## src/rtl/rom_readback_pkg.sv

```systemverilog
// Shared types and constants for the ROM readback streamer.
package rom_readback_pkg;

  typedef enum logic [1:0] {
    RB_IDLE,
    RB_RUN,
    RB_DRAIN,
    RB_FIN
  } rb_state_e;

  localparam int unsigned RB_SUM_W = 16;

endpackage

```

## src/rtl/rom_readback_fifo.sv

```systemverilog
// Show-ahead skid FIFO holding {address, byte} pairs returned from the ROM read port.
module rb_fifo
  import rom_readback_pkg::*;
#(
  parameter int unsigned DEPTH = 4,
  parameter int unsigned W     = 33
) (
  input  logic                   clk,
  input  logic                   rst,
  input  logic                   push,
  input  logic [W-1:0]           push_data,
  input  logic                   pop,
  output logic [W-1:0]           pop_data,
  output logic [$clog2(DEPTH):0] count
);

  localparam int unsigned PW = $clog2(DEPTH);

  logic [W-1:0]  mem_q [DEPTH];
  logic [PW-1:0] wr_ptr_q, wr_ptr_d;
  logic [PW-1:0] rd_ptr_q, rd_ptr_d;
  logic [PW:0]   count_q, count_d;
  logic          do_push, do_pop;

  // A push into a full FIFO is taken only when a pop frees the slot in the same cycle.
  always_comb begin
    do_pop   = pop && (count_q != '0);
    do_push  = push && ((count_q != (PW+1)'(DEPTH)) || do_pop);
    wr_ptr_d = wr_ptr_q + PW'(do_push);
    rd_ptr_d = rd_ptr_q + PW'(do_pop);
    count_d  = count_q + (PW+1)'(do_push) - (PW+1)'(do_pop);
  end

  always_ff @(posedge clk or posedge rst) begin
    if (rst) begin
      wr_ptr_q <= '0;
      rd_ptr_q <= '0;
      count_q  <= '0;
    end else begin
      wr_ptr_q <= wr_ptr_d;
      rd_ptr_q <= rd_ptr_d;
      count_q  <= count_d;
    end
  end

  always_ff @(posedge clk) begin
    if (do_push) mem_q[wr_ptr_q] <= push_data;
  end

  assign pop_data = mem_q[rd_ptr_q];
  assign count    = count_q;

endmodule

```

## src/rtl/rom_readback.sv

```systemverilog
// Walks a byte range of the ROM image through a read port and streams it out
// over valid/ready with a running 16-bit checksum.
module rom_readback
  import rom_readback_pkg::*;
#(
  parameter int unsigned ADDR_W = 25,
  parameter int unsigned RD_LAT = 1,
  parameter int unsigned FIFO_D = 4
) (
  input  logic                CLK,
  input  logic                RESET,
  input  logic                START,
  input  logic [ADDR_W-1:0]   BASE,
  input  logic [ADDR_W-1:0]   LEN,
  output logic                BUSY,
  output logic                DONE,
  output logic [ADDR_W-1:0]   RD_ADDR,
  output logic                RD_EN,
  input  logic [7:0]          RD_DATA,
  output logic [7:0]          OUT_DATA,
  output logic [ADDR_W-1:0]   OUT_ADDR,
  output logic                OUT_VALID,
  input  logic                OUT_READY,
  output logic [RB_SUM_W-1:0] SUM
);

  localparam int unsigned FC_W  = $clog2(FIFO_D) + 1;
  localparam int unsigned CNT_W = FC_W + 2;
  localparam int unsigned FW    = ADDR_W + 8;

  rb_state_e           state_q, state_d;
  logic                busy_q, busy_d;
  logic                done_q, done_d;
  logic                rd_en_q, rd_en_d;
  logic [ADDR_W-1:0]   rd_addr_q, rd_addr_d;
  logic [ADDR_W-1:0]   nxt_addr_q, nxt_addr_d;
  logic [ADDR_W-1:0]   rem_q, rem_d;
  logic [ADDR_W-1:0]   acc_rem_q, acc_rem_d;
  logic [RB_SUM_W-1:0] sum_q, sum_d;
  logic [RD_LAT-1:0]   dl_vld_q, dl_vld_d;
  logic [ADDR_W-1:0]   dl_addr_q [RD_LAT];
  logic [ADDR_W-1:0]   dl_addr_d [RD_LAT];

  logic [FW-1:0]       fifo_dout;
  logic [FC_W-1:0]     fifo_count;
  logic                push, pop, issue_ok;
  logic [CNT_W-1:0]    pend;

  assign OUT_VALID = (fifo_count != '0);
  assign pop       = OUT_VALID && OUT_READY;
  assign push      = dl_vld_q[RD_LAT-1];
  assign OUT_DATA  = OUT_VALID ? fifo_dout[7:0] : '0;
  assign OUT_ADDR  = OUT_VALID ? fifo_dout[FW-1:8] : '0;

  rb_fifo #(
    .DEPTH (FIFO_D),
    .W     (FW)
  ) u_fifo (
    .clk       (CLK),
    .rst       (RESET),
    .push      (push),
    .push_data ({dl_addr_q[RD_LAT-1], RD_DATA}),
    .pop       (pop),
    .pop_data  (fifo_dout),
    .count     (fifo_count)
  );

  always_comb begin
    state_d    = state_q;
    busy_d     = busy_q;
    done_d     = 1'b0;
    rd_en_d    = 1'b0;
    rd_addr_d  = rd_addr_q;
    nxt_addr_d = nxt_addr_q;
    rem_d      = rem_q;
    acc_rem_d  = acc_rem_q;
    sum_d      = sum_q;

    dl_vld_d[0]  = rd_en_q;
    dl_addr_d[0] = rd_addr_q;
    for (int unsigned k = 1; k < RD_LAT; k++) begin
      dl_vld_d[k]  = dl_vld_q[k-1];
      dl_addr_d[k] = dl_addr_q[k-1];
    end

    // The strobe is registered, so budget the read currently on the port plus
    // everything in the latency pipe and FIFO, less the byte leaving this cycle.
    pend = CNT_W'(fifo_count) + CNT_W'(rd_en_q);
    for (int unsigned k = 0; k < RD_LAT; k++) begin
      pend = pend + CNT_W'(dl_vld_q[k]);
    end
    issue_ok = (pend - CNT_W'(pop)) < CNT_W'(FIFO_D);

    if (pop) sum_d = sum_q + RB_SUM_W'(fifo_dout[7:0]);

    case (state_q)
      RB_IDLE, RB_FIN: begin
        if (state_q == RB_FIN) state_d = RB_IDLE;
        if (START) begin
          sum_d = '0;
          if (LEN == '0) begin
            state_d = RB_FIN;
            busy_d  = 1'b0;
            done_d  = 1'b1;
          end else begin
            state_d    = RB_RUN;
            busy_d     = 1'b1;
            rd_en_d    = 1'b1;
            rd_addr_d  = BASE;
            nxt_addr_d = BASE + 1'b1;
            rem_d      = LEN - 1'b1;
            acc_rem_d  = LEN;
          end
        end
      end
      RB_RUN: begin
        if (rem_q == '0) begin
          state_d = RB_DRAIN;
        end else if (issue_ok) begin
          rd_en_d    = 1'b1;
          rd_addr_d  = nxt_addr_q;
          nxt_addr_d = nxt_addr_q + 1'b1;
          rem_d      = rem_q - 1'b1;
        end
      end
      default: ;
    endcase

    if ((state_q == RB_RUN || state_q == RB_DRAIN) && pop) begin
      acc_rem_d = acc_rem_q - 1'b1;
      if (acc_rem_q == ADDR_W'(1)) begin
        state_d = RB_FIN;
        busy_d  = 1'b0;
        done_d  = 1'b1;
      end
    end
  end

  always_ff @(posedge CLK or posedge RESET) begin
    if (RESET) begin
      state_q    <= RB_IDLE;
      busy_q     <= 1'b0;
      done_q     <= 1'b0;
      rd_en_q    <= 1'b0;
      rd_addr_q  <= '0;
      nxt_addr_q <= '0;
      rem_q      <= '0;
      acc_rem_q  <= '0;
      sum_q      <= '0;
      dl_vld_q   <= '0;
      dl_addr_q  <= '{default: '0};
    end else begin
      state_q    <= state_d;
      busy_q     <= busy_d;
      done_q     <= done_d;
      rd_en_q    <= rd_en_d;
      rd_addr_q  <= rd_addr_d;
      nxt_addr_q <= nxt_addr_d;
      rem_q      <= rem_d;
      acc_rem_q  <= acc_rem_d;
      sum_q      <= sum_d;
      dl_vld_q   <= dl_vld_d;
      dl_addr_q  <= dl_addr_d;
    end
  end

  assign BUSY    = busy_q;
  assign DONE    = done_q;
  assign RD_EN   = rd_en_q;
  assign RD_ADDR = rd_addr_q;
  assign SUM     = sum_q;

endmodule

```

## config.mk

```make
export PLATFORM = sky130hd
export DESIGN_NAME = rom_readback
export DESIGN_NICKNAME = d
export VERILOG_FILES = /design/src/rtl/rom_readback_pkg.sv /design/src/rtl/rom_readback_fifo.sv /design/src/rtl/rom_readback.sv
export SDC_FILE = /design/constraint.sdc
export NUM_CORES = 1
export LEC_CHECK = 0
export BUFFER_PORTS_ARGS = -buffer_cell sky130_fd_sc_hd__buf_2
export CORE_MARGIN = 2
export CORE_UTILIZATION = 60
export DETAILED_ROUTE_END_ITERATION = 8
export PLACE_DENSITY = 0.92
export SLEW_MARGIN = 30
export SYNTH_ARGS = -nofsm -noshare
export SYNTH_HDL_FRONTEND = slang
export SYNTH_SLANG_ARGS = --single-unit
```

## constraint.sdc

```tcl
create_clock -name CLK -period 6.1 [get_ports CLK]
set_input_delay 0.305 -clock CLK [delete_from_list [all_inputs] [get_ports CLK]]
set_output_delay 0.305 -clock CLK [all_outputs]
set_load 0.05 [all_outputs]
```

==> impl_summary.txt, run 1 <==
----------------------------------------------------
[Synthesis]
  Post-synthesis share of cell area spent on xor and xnor gates ... 1.34%
  Seq/Total Area, Yosys ... 54.2%
  Simple-gate area share of the yosys netlist ... 17.2%
  Portion of netlist area occupied by mux cells ... 8.85%
  Share of synthesized cell area in full adder, half adder and majority cells ... 2.36%
  Top post-synthesis cells by count ... sky130_fd_sc_hd__dfrtp_1, sky130_fd_sc_hd__nand2_1, sky130_fd_sc_hd__edfxtp_1, sky130_fd_sc_hd__nor2_1, sky130_fd_sc_hd__o21ai_0
  Share of synthesized flip-flops with an asynchronous set or reset ... 53.8%
  Post-synthesis register bit count ... 286
  Most instantiated flip-flop cell in the synthesis netlist ... sky130_fd_sc_hd__dfrtp_1
  Yosys warnings ... 0
  Mean instance size in the synthesized netlist ... 11.2 µm²
  Syn Nets ... 1,378
  Fraction of synthesized cell area taken by the top area cell type ... between 20 and 30%
  Cell taking the most area after synthesis ... sky130_fd_sc_hd__edfxtp_1
  Most numerous cell in the Yosys netlist ... sky130_fd_sc_hd__dfrtp_1
  Top area cells in the synthesized netlist ... sky130_fd_sc_hd__edfxtp_1, sky130_fd_sc_hd__dfrtp_1, sky130_fd_sc_hd__mux4_2
  Post-Synthesis Cells ... ~1,300
  EDFF count, synth ... 132
  Post-synthesis cell type count ... 79
  Post-synthesis instance area ... 14,400 µm²
  Share of the synthesized area in compound gates (AO/OA/AOI/OAI) ... 13.4%
  Combinational family with the most area after synthesis ... simple AND/OR/NAND/NOR gates

[STA]
  Setup repair after global routing missed its margin ... no
  Number of hold violations in the final report ... 0
  Final Skew ... roughly 0.019 ns
  Share of the cycle needed by the critical path after routing ... between 60% and 70%
  Sum Neg Setup Slack ... 0 ns
  Worst-margin pin slew ... 0.929 ns
  Total count of max-transition violations in the final report ... 0
  Worst slew margin relative to its limit ... 37.8%
  Setup violation total in the final timing report ... 0
  Final critical path time including I/O delays and setup ... 3.93 ns
  Highest achievable clock rate ... 0.255 GHz

[Critical path]
  Reg2reg end ... rem_q[11]
  CP arrival ... approximately 4.3 ns
  Launch point of the worst reg-to-reg path ... u_fifo.count[1]
  WP data required ... 6.51 ns
  Critical Path Fanout Max ... 49
  Sequence of cells on the critical path ... o31ai_1 > inv_1 > ha_1 > inv_1 > ha_1 > nand3_1 > a211oi_1 > o22ai_2 > a221o_2 > buf_4 > o31ai_1 > o21ai_0
  Total stage count of the critical path ... 12
  Worst Setup Path Type ... reg -> reg
  Start point of the critical path ... u_fifo.count[1]
  Critical path buffers and inverters ... 3
  Category of cells accounting for the largest share of critical-path delay ... compound AO/OA/AOI/OAI gates
  Flop-to-flop setup slack ... 2.17 ns
  Worst path max stage delay ... a little under 0.7 ns
  Critical path launch point type ... register
  Path depth of the worst reg2reg path ... 12
  Worst-path cell with the longest stage delay ... sky130_fd_sc_hd__a221o_2
  Endpoint kind of the worst setup timing path ... register
  End point of the critical path ... rem_q[11]

[CTS]
  Clock Latency Late Sink ... 0.56 ns
  Clock sink count ... 286
  Htree depth ... 1
  Clock tree from TritonCTS ... built
  Cells resized by post-CTS repair ... 0
  Max Buffers Root-to-Sink ... 3
  Post-CTS setup buffer count ... 0
  Total CTS buffers ... 28
  Reg clk slew, reported paths ... ~0.060 ns
  Root Driver ... sky130_fd_sc_hd__clkbuf_16

[Floorplanning]
  Starting density of the core ... 61.2%
  CORE AREA ... 23,500 µm²
  Chip Width ... 159 µm
  I/O pin cnt ... 140
  Area enclosed by the die boundary ... ~25,000 µm²
  Placement row count ... 56
  Die Ht ... 159 µm

[Run status]
  Outcome ... finished, final reports clean

[Place]
  Last weighted congestion value of the routability-driven placer ... 0.905
  Number of placed instances with taps included ... approximately 1,700
  Sum of net half-perimeters after detailed placement ... 23.7 mm
  Port bufs ... roughly 140

[Global route]
  Total overflow reported by the global router ... 0
  Global-route wire length before repair ... 58.3 mm
  Via count of the first global-routing pass ... ~11,000
  Pin count of the biggest net entering global routing ... 90
  Global router's overall resource usage ... 28.2%
  Antenna violations before repair ... 3

[Power and ir drop]
  Power density over cell area ... 598 nW/µm²
  Maximum vdd drop ... 0.344 mV
  Lkg Pwr ... 6.58 nW

[Detailed routing]
  Via density per instance ... 6.39
  Drt first pass iters ... 8
  Drt drc ... 0
  Sum of routed wire length over all layers ... 35.4 mm
  Via count ... 11,200
  Antenna-violating nets left ... 0
  Wirelength per Cell ... approximately 20 µm
  DR iter-0 viols ... 1,086

[Min path]
  Worst Hold Class ... in -> reg

[Cells and area]
  Post-route non-filler standard cell count ... 1,761
  Layout fillers ... 1,619
  Net total in the final layout ... between 1,500 and 2,000
  Proportion of layout cells with a drive suffix above 1 ... about a fifth
  Area added between synthesis and finish ... 14.8%

[Flow run]
  Max-Cap Viols ... 0

----------------------------------------------------
==> cell usage in the layout (no fill, tap or decap), types with 11 or more instances in the layout <==
cell                        Yosys  layout
sky130_fd_sc_hd__nand3_1       28      28
sky130_fd_sc_hd__nand4_1       12      12
sky130_fd_sc_hd__o21ai_0       84      84
sky130_fd_sc_hd__xnor2_1       11      11
sky130_fd_sc_hd__ha_1          24      23
sky130_fd_sc_hd__nand2_1      140     140
sky130_fd_sc_hd__buf_4          2      14
sky130_fd_sc_hd__xor2_1        11      11
sky130_fd_sc_hd__nor2b_1       62      62
sky130_fd_sc_hd__o211ai_1      20      20
sky130_fd_sc_hd__a21oi_1       64      63
sky130_fd_sc_hd__mux2_2        17      17
sky130_fd_sc_hd__nor2_1        98      97
sky130_fd_sc_hd__nand3b_1      13      13
sky130_fd_sc_hd__inv_1         26      25
sky130_fd_sc_hd__mux2i_1       34      34
sky130_fd_sc_hd__buf_2         21     139
sky130_fd_sc_hd__dfrtp_1      154     153
sky130_fd_sc_hd__clkbuf_16      0      28
sky130_fd_sc_hd__a211oi_1      11      11
sky130_fd_sc_hd__nor3_1        42      40
sky130_fd_sc_hd__a31oi_1       18      18
sky130_fd_sc_hd__o31ai_1       11      11
sky130_fd_sc_hd__mux4_2        33      33
sky130_fd_sc_hd__edfxtp_1     132     132
==> worst reg2reg max path, cell delays in order (launching register included) <==
cell and delay (ns):
sky130_fd_sc_hd__dfrtp_1 0.48, sky130_fd_sc_hd__o31ai_1 0.32, sky130_fd_sc_hd__inv_1 0.08, sky130_fd_sc_hd__ha_1 0.27
sky130_fd_sc_hd__inv_1 0.04, sky130_fd_sc_hd__ha_1 0.26, sky130_fd_sc_hd__nand3_1 0.08, sky130_fd_sc_hd__a211oi_1 0.42
sky130_fd_sc_hd__o22ai_2 0.24, sky130_fd_sc_hd__a221o_2 0.69, sky130_fd_sc_hd__buf_4 0.42, sky130_fd_sc_hd__o31ai_1 0.32
sky130_fd_sc_hd__o21ai_0 0.14
==> layer usage <==
layer	wire, µm	track usage, %	up-vias
met3	2860	4.53	99
li1	-	-	5085
met2	17500	47.5	558
met5	10	0	-
met4	1160	9.55	2
met1	13900	37.7	5504
==> worst min path at each step <==
stage / end / cells after the start / start / slack, ns
5_1_grt: acc_rem_q[3] / 3 / LEN[3] / 0.05
4_1_cts: acc_rem_q[3] / 3 / LEN[3] / 0.03
2_1_floorplan: u_fifo.mem_q[0][0] / 0 / RD_DATA[0] / 0.40
3_5_place_dp: dl_vld_q / 0 / RD_EN / 0.41
3_3_place_gp: dl_vld_q / 0 / RD_EN / 0.39
6_report: acc_rem_q[3] / 3 / LEN[3] / 0.04
==> power by group <==
part           switching (W)  internal (W)  total, W
combinational        0.00306       0.00150   0.00456
clock               0.000748       0.00120   0.00195
sequential          0.000610       0.00278   0.00339
total                0.00442       0.00548   0.00990
==> area by class of cell <==
class / instances / area [µm²] / share of cell area, %
sequential: 286 / 7820 / 47.2
multi-input combinational: 911 / 6250 / 37.8
timing repair buffer: 164 / 922 / 5.57
clock buffer: 36 / 741 / 4.48
tap: 319 / 399 / 2.41
clock inverter: 16 / 308 / 1.86
inverter: 27 / 106 / 0.643
antenna: 2 / 5.00 / 0.0302
==> cell families after synthesis <==
logic type                 count (synthesis)
buffers and inverters                     93
AOI/OAI and AO/OA                        295
adders and majority gates                 26
DFF                                      286
and+or+nand+nor                          484
xor gates and xnor gates                  22
muxes                                     84
==> what timing repair did <==
action	CTS	global route
hold buffers	9	0
setup endpoints to repair	0	0
hold endpoints to repair	118	0
==> registers in the layout, summed over array words and instances, names as in the netlist <==
| register | cells |
|---|---|
| dl_vld_q | 1 |
| RD_EN | 1 |
| u_fifo.wr_ptr_q | 2 |
| DONE | 1 |
| BUSY | 1 |
| u_fifo.count | 3 |
| dl_addr_q | 25 |
| rem_q | 25 |
| RD_ADDR | 25 |
| state_q | 2 |
| SUM | 16 |
| acc_rem_q | 25 |
| u_fifo.mem_q | 132 |
| nxt_addr_q | 25 |
| u_fifo.rd_ptr_q | 2 |
==> through the flow <==
stage                     power (W)  hold slack (ns)  util (%)  area [µm²]  setup WS [ns]
after floorplan             0.00674            0.404         -       14400           1.65
after global placement      0.00765            0.394      65.4       15400           2.47
after detailed placement    0.00789            0.409      65.4       15400           2.25
after CTS                   0.00989           0.0273      70.3       16500           2.19
after global routing         0.0105           0.0468      70.3       16500           1.79
final                       0.00990           0.0439      70.3       16600           2.17
Power figures use the tool's default switching activity.
==> run 2: changes to the inputs <==
==> constraint.sdc (replaced) <==
create_clock -name CLK -period 4.05 [get_ports CLK]
set_input_delay 0.2025 -clock CLK [delete_from_list [all_inputs] [get_ports CLK]]
set_output_delay 0.2025 -clock CLK [all_outputs]
set_load 0.05 [all_outputs]
==> run 2 against run 1 <==
  * Clock-buffer cell count rose by 4
  * Total power rose by 49%
  * Utilization rose by 0.58 points
  * Hold slack got worse by 0.033 ns
  * Largest cell class unchanged
==> impl_summary.txt, run 2 (same netlist as run 1, synthesis figures left out) <==
----------------------------------------------------
[Cells and area]
  Number of flip-flops in the largest register ... 132 (unchanged)
  Net total in the final layout ... 1,531 (+1.7%)
  Area added between synthesis and finish ... 15.8%
  Largest Register ... u_fifo.mem_q
  Commonest non-fill, non-tap cell in the layout ... sky130_fd_sc_hd__dfrtp_1
  Final non-filler cell area ... 16,700 µm² (+0.82%)
  Commonest cells after routing, fill and taps aside ... sky130_fd_sc_hd__dfrtp_1, sky130_fd_sc_hd__nand2_1, sky130_fd_sc_hd__buf_2, sky130_fd_sc_hd__edfxtp_1, sky130_fd_sc_hd__nor2_1
  Proportion of layout cells with a drive suffix above 1 ... 19.9% (+0.28 points)
  Utilization of the core after routing ... 70.9% (+0.58 points)

[Floorplanning]
  Chip Width ... 159 µm (unchanged)
  Die Ht ... 159 µm (unchanged)
  Placement row count ... 56 (unchanged)
  CORE AREA ... 23,500 µm² (unchanged)
  I/O pin cnt ... 140 (unchanged)
  Starting density of the core ... 61.2% (unchanged)
  Area enclosed by the die boundary ... 25,300 µm² (unchanged)

[Place]
  Port bufs ... 139 (unchanged)
  Instance area at placement ... 15,500 µm² (+0.50%)
  Pre-CTS worst setup slack ... 0.494 ns (-1.75 ns)
  Sum of net half-perimeters after detailed placement ... 24.4 mm (+3.1%)
  Last weighted congestion value of the routability-driven placer ... 0.918 (+1.4%)

[Detailed routing]
  DR iter-0 viols ... 1,226 (+13%)
  Wirelength per Cell ... 20.3 µm (+0.79%)
  Via density per instance ... 6.35 (-0.53%)
  Drt drc ... 0 (unchanged)
  Drt first pass iters ... 6 (-2)
  Via count ... 11,300 (+0.88%)
  Sum of routed wire length over all layers ... 36.2 mm (+2.2%)
  Antenna-violating nets left ... 0 (unchanged)

[Critical path]
  Endpoint kind of the worst setup timing path ... register
  Sequence of cells on the critical path ... o31ai_1 > buf_4 > inv_1 > ha_1 > inv_1 > ha_1 > nand3_1 > a211oi_1 > o22ai_2 > a221oi_4 > buf_4 > o311ai_0 > o2bb2ai_1
  Critical path buffers and inverters ... 4 (+1)
  Category of cells accounting for the largest share of critical-path delay ... compound AO/OA/AOI/OAI gates
  Critical Path Fanout Max ... 50 (+2.0%)
  CP arrival ... 4.04 ns (-0.29 ns)
  WP data required ... 4.46 ns (-2.05 ns)
  Worst path max stage delay ... 0.49 ns (-0.20 ns)
  Critical path launch point type ... register
  Worst Setup Path Type ... reg -> reg
  Worst-path cell with the longest stage delay ... sky130_fd_sc_hd__buf_4

[STA]
  Worst slew margin relative to its limit ... 32.1% (-5.7 points)
  Final critical-path setup slack ... 0.413 ns (-1.76 ns)
  Worst-margin pin slew ... 1.01 ns (+0.0802 ns)
  Total count of max-transition violations in the final report ... 0 (unchanged)
  Sum Neg Setup Slack ... 0 ns (unchanged)
  Number of hold violations in the final report ... 0 (unchanged)
  Final Skew ... 0.00928 ns (-0.00929 ns)
  Highest achievable clock rate ... 0.275 GHz (+8.0%)
  Setup repair after global routing missed its margin ... no
  Setup violation total in the final timing report ... 0 (unchanged)
  Final critical path time including I/O delays and setup ... 3.64 ns (-0.289 ns)
  Share of the cycle needed by the critical path after routing ... 89.8% (+25 points)

[Power and ir drop]
  Maximum vdd drop ... 0.457 mV (+33%)
  Switching power summed over all nets ... 0.00668 W (+51%)
  Proportion of power drawn by flip-flops and latches ... 34.7% (+0.5 points)
  Lkg Pwr ... 6.63 nW (+0.73%)
  Power density over cell area ... 882 nW/µm² (+47%)
  Post-route total power ... 0.0147 W (+49%)
  Switching Fraction ... 45.4% (+0.71 points)
  Logic pwr share ... 47.4% (+1.3 points)
  Clock power share ... 17.9% (-1.8 points)
  Int Power ... 0.00804 W (+47%)

[Run status]
  Outcome ... finished, final reports clean

[CTS]
  Cells resized by post-CTS repair ... 0 (unchanged)
  Root Driver ... sky130_fd_sc_hd__clkbuf_16
  Max Buffers Root-to-Sink ... 3 (unchanged)
  Clock sink count ... 286 (unchanged)
  Reg clk slew, reported paths ... 0.06 ns (about the same)
  Clock tree from TritonCTS ... built
  Htree depth ... 1 (unchanged)
  Clock Latency Late Sink ... 0.54 ns (-0.02 ns)
  Total CTS buffers ... 29 (+3.6%)

[Global route]
  Global-route wire length before repair ... 57.5 mm (-1.3%)
  Pin count of the biggest net entering global routing ... 96 (+6.7%)
  Global router's overall resource usage ... 28.1% (-0.059 points)
  Via count of the first global-routing pass ... 10,700 (-4.2%)
  Antenna violations before repair ... 4 (+1)
  Total overflow reported by the global router ... 0 (unchanged)

[Flow run]
  Max-Cap Viols ... 0 (unchanged)

[Min path]
  Worst Hold Class ... in -> reg

----------------------------------------------------
[run 2: worst min-delay path, delay by kind of cell]
kind                   cells  cell delay (ns)
AOI/OAI and AO/OA          1             0.13
buffers and inverters      1             0.11
muxes                      1             0.07
[run 2: timing repair]
action                    CTS  global route
hold buffers               25             0
setup buffers               0             0
hold endpoints to repair   86             0
[run 2: path summary, 6_finish.rpt]
check | to | startpoint | cells past startpoint | slack (ns)
min | RD_ADDR[10] | BASE[10] | 3 | 0.01
max in group asynchronous | u_fifo.rd_ptr_q[0] | RESET | 4 | 3.07
min reg2reg | dl_addr_q[3] | RD_ADDR[3] | 0 | 0.40
min in group asynchronous | acc_rem_q[20] | RESET | 3 | 0.19
max reg2reg | nxt_addr_q[4] | u_fifo.count[1] | 13 | 0.41
max | nxt_addr_q[4] | u_fifo.count[1] | 13 | 0.41
[run 2: cell type report]
type / instances / area, µm²
clock inverter: 13 / 155
antenna: 2 / 5.00
sequential: 286 / 7820
tap: 319 / 399
inverter: 27 / 105
timing repair buffer: 188 / 1180
clock buffer: 40 / 777
fill: 1605 / 6860
multi-input combinational: 911 / 6250
[run 2: routing by layer]
layer	vias up	share of wire [%]	global-route usage, %
li1	5131	-	-
met1	5563	41	39.0
met2	563	49	46.8
met3	86	7.3	4.04
met4	4	2.9	8.26
met5	-	0.066	0
[run 2: metrics by stage]
stage                     instances  hold WS, ns
after floorplan                1290        0.301
after global placement         1705        0.386
after detailed placement       1705        0.389
after CTS                      1783     0.000880
after global routing           1784      0.00534
final                          1786       0.0108
[run 2: power by group through the flow]
stage	registers, W	clock network [W]	logic (W)
after floorplan	0.00534	0	0.00482
after global placement	0.00499	0	0.00658
after detailed placement	0.00511	0	0.00686
after CTS	0.00509	0.00267	0.00693
after global routing	0.00523	0.00279	0.00752
final	0.00511	0.00264	0.00698
==> run 3: changes to the inputs <==
--- a/config.mk
+++ b/config.mk
@@ -5,6 +5,7 @@
 export SDC_FILE = /design/constraint.sdc
 export NUM_CORES = 1
 export LEC_CHECK = 0
+export ABC_AREA = 1
 export BUFFER_PORTS_ARGS = -buffer_cell sky130_fd_sc_hd__buf_2
 export CORE_MARGIN = 2
 export CORE_UTILIZATION = 60
==> run 3 against run 2 <==
  * Utilization fell by 0.89 points
  * Global-route usage rose by 0.98 points
  * First-iteration DRC count decreased by 12%
  * Critical endpoint is now RD_ADDR[11]
==> impl_summary.txt, run 3 <==
----------------------------------------------------
[Place]
  Instance area at placement ... 15,600 µm² (+0.75%)
  Port bufs ... 139 (unchanged)
  Sum of net half-perimeters after detailed placement ... 24.4 mm (-0.28%)
  Last weighted congestion value of the routability-driven placer ... 0.927 (+0.97%)

[STA]
  Final Skew ... 0.0266 ns (+0.0173 ns)
  Highest achievable clock rate ... 0.315 GHz (+15%)
  Worst slew margin relative to its limit ... 41.2% (+9.1 points)
  Worst-margin pin slew ... 0.883 ns (-0.127 ns)
  Share of the cycle needed by the critical path after routing ... 78.4% (-11 points)
  Number of hold violations in the final report ... 0 (unchanged)
  Setup repair after global routing missed its margin ... no
  Sum Neg Setup Slack ... 0 ns (unchanged)
  Total count of max-transition violations in the final report ... 0 (unchanged)
  Setup violation total in the final timing report ... 0 (unchanged)
  Final critical path time including I/O delays and setup ... 3.17 ns (-0.462 ns)

[Synthesis]
  Top area cells in the synthesized netlist ... sky130_fd_sc_hd__edfxtp_1, sky130_fd_sc_hd__dfrtp_1, sky130_fd_sc_hd__nand2_1
  Syn Nets ... 1,865 (+35%)
  Post-synthesis cell type count ... 41 (-48%)
  Post-synthesis instance area ... 14,600 µm² (+1.6%)
  Share of synthesized flip-flops with an asynchronous set or reset ... 53.8% (unchanged)
  Post-synthesis register bit count ... 286 (unchanged)
  Seq/Total Area, Yosys ... 53.4% (-0.86 points)
  Top post-synthesis cells by count ... sky130_fd_sc_hd__nand2_1, sky130_fd_sc_hd__nor2_1, sky130_fd_sc_hd__inv_1, sky130_fd_sc_hd__dfrtp_1, sky130_fd_sc_hd__o21ai_0
  Most instantiated flip-flop cell in the synthesis netlist ... sky130_fd_sc_hd__dfrtp_1
  Yosys warnings ... 0 (unchanged)
  Cell taking the most area after synthesis ... sky130_fd_sc_hd__edfxtp_1
  Fraction of synthesized cell area taken by the top area cell type ... 27.1% (-0.43 points)
  Most numerous cell in the Yosys netlist ... sky130_fd_sc_hd__nand2_1
  EDFF count, synth ... 132 (unchanged)
  Mean instance size in the synthesized netlist ... 8.24 µm² (-26%)
  Post-Synthesis Cells ... 1,777 (+38%)

[Critical path]
  Critical path launch point type ... register
  Sequence of cells on the critical path ... nor2_1 > nand2_1 > nand2_1 > inv_1 > ha_1 > inv_1 > ha_1 > nand2_1 > nand2_1 > nand2_1 > nand2_1 > nand2_1 > nand2_1 > nand3_1 > nand2_1 > nand3_4 > buf_12 > o21ai_0
  WP data required ... 4.51 ns (+0.05 ns)
  CP arrival ... 3.64 ns (-0.40 ns)
  Endpoint kind of the worst setup timing path ... register
  Worst Setup Path Type ... reg -> reg
  Worst path max stage delay ... 0.43 ns (-0.06 ns)
  Worst-path cell with the longest stage delay ... sky130_fd_sc_hd__dfrtp_1
  Category of cells accounting for the largest share of critical-path delay ... simple AND/OR/NAND/NOR gates
  Critical Path Fanout Max ... 67 (+34%)
  Most numerous cell on the critical path ... sky130_fd_sc_hd__nand2_1
  Critical path buffers and inverters ... 3 (-1)

[Global route]
  Pin count of the biggest net entering global routing ... 155 (+61%)
  Global routing usage on met3 ... 3.56% (-0.48 points)
  GR Util met2 ... 49.1% (+2.3 points)
  Global-route wire length before repair ... 60.4 mm (+5.0%)
  GR peak layer ... met2
  Global router's overall resource usage ... 29.1% (+0.98 points)
  Total overflow reported by the global router ... 0 (unchanged)
  Met1 Usage GRT ... 39.3% (+0.29 points)
  Via count of the first global-routing pass ... 12,000 (+12%)
  Antenna violations before repair ... 1 (-3)

[Floorplanning]
  Die Ht ... 160 µm (+0.78%)
  Area enclosed by the die boundary ... 25,700 µm² (+1.6%)
  Placement row count ... 57 (+1.8%)
  Chip Width ... 160 µm (+0.78%)
  CORE AREA ... 24,100 µm² (+2.4%)
  Starting density of the core ... 60.8% (-0.47 points)
  I/O pin cnt ... 140 (unchanged)

[Cells and area]
  Proportion of layout cells with a drive suffix above 1 ... 13.5% (-6.5 points)
  Commonest non-fill, non-tap cell in the layout ... sky130_fd_sc_hd__nand2_1
  Layout fillers ... 1,802 (+12%)
  Multi-input logic area ... 5870 µm² (-6.1%)
  Final non-filler cell area ... 16,900 µm² (+1.1%)
  Net total in the final layout ... 2,013 (+31%)
  Register cell area after layout ... 7820 µm² (unchanged)
  Number of flip-flops in the largest register ... 132 (unchanged)
  Area added between synthesis and finish ... 15.2%
  Commonest cells after routing, fill and taps aside ... sky130_fd_sc_hd__nand2_1, sky130_fd_sc_hd__nor2_1, sky130_fd_sc_hd__inv_1, sky130_fd_sc_hd__dfrtp_1, sky130_fd_sc_hd__buf_2
  Largest Register ... u_fifo.mem_q

[CTS]
  Total CTS buffers ... 28 (-3.4%)
  Cells resized by post-CTS repair ... 0 (unchanged)
  Reg clk slew, reported paths ... 0.07 ns (about the same)
  Clock Latency Late Sink ... 0.57 ns (+0.03 ns)
  Max Buffers Root-to-Sink ... 3 (unchanged)
  Post-CTS setup buffer count ... 0 (unchanged)
  Root Driver ... sky130_fd_sc_hd__clkbuf_16
  Number of hold buffers added after CTS ... 27 (+8.0%)
  Clock sink count ... 286 (unchanged)
  Htree depth ... 1 (unchanged)
  Clock tree from TritonCTS ... built

[Detailed routing]
  Drt first pass iters ... 6 (unchanged)
  Sum of routed wire length over all layers ... 37.5 mm (+3.5%)
  DR iter-0 viols ... 1,074 (-12%)
  Drt drc ... 0 (unchanged)
  Via density per instance ... 5.64 (-11%)
  Antenna-violating nets left ... 0 (unchanged)
  Wirelength per Cell ... 16.5 µm (-19%)
  Via count ... 12,800 (+13%)

[Run status]
  Outcome ... finished, final reports clean

[Min path]
  Worst Hold Class ... in -> reg

[Flow run]
  Max-Cap Viols ... 0 (unchanged)

----------------------------------------------------
run 3: cells by family after synthesis:
family | after synthesis | synth area share, %
simple gates | 952 | 26.8
flops | 286 | 53.4
compound gates | 236 | 8.38
fa+ha+maj | 26 | 2.32
buf+inv | 238 | 6.80
xor+xnor | 39 | 2.33
run 3: per-stage QoR:
stage	utilization [%]	hold slack, ns	std cells	setup WS (ns)
6_report	70.0	0.0108	2272	0.875
5_1_grt	70.0	0.0299	2271	0.520
3_3_place_gp	64.7	0.383	2192	1.16
3_5_place_dp	64.7	0.380	2192	0.980
4_1_cts	70.0	0.000691	2271	0.919
2_1_floorplan	-	0.286	1777	0.530
run 3: area by class of cell:
class,count,share of cell area (%)
multi-input cells,1253,34.8
flip-flops and latches,286,46.3
clock inverters,14,0.883
repair buffers,182,6.59
inverters,174,3.92
diodes,1,0.0148
well taps,324,2.40
clock buffers,38,5.04
run 3: worst paths after layout:
path / startpoint / endpoint / slack [ns] / depth (start not counted)
max in group asynchronous: RESET / dl_addr_q[14] / 2.99 / 4
min in group asynchronous: RESET / SUM[14] / 0.39 / 4
hold reg to reg: RD_ADDR[16] / dl_addr_q[16] / 0.40 / 0
setup / recovery: u_fifo.count[1] / RD_ADDR[11] / 0.88 / 18
setup reg to reg: u_fifo.count[1] / RD_ADDR[11] / 0.88 / 18
hold / removal: BASE[1] / RD_ADDR[1] / 0.01 / 3
run 3: tightest hold or removal path, stage by stage:
cell                      delay (ns)
sky130_fd_sc_hd__buf_2          0.08
sky130_fd_sc_hd__o21ai_1        0.10
sky130_fd_sc_hd__o21ai_0        0.16
run 3: layer usage:
metal	share of wire (%)	vias up
li1	-	6025
met1	40	6026
met2	49	661
met3	8.1	104
met4	3.5	0
met5	0	-
Power of run 3 is left out: the tool's default activity adds up to more than one toggle a clock period on the data nets, which glitch-free logic cannot reach.
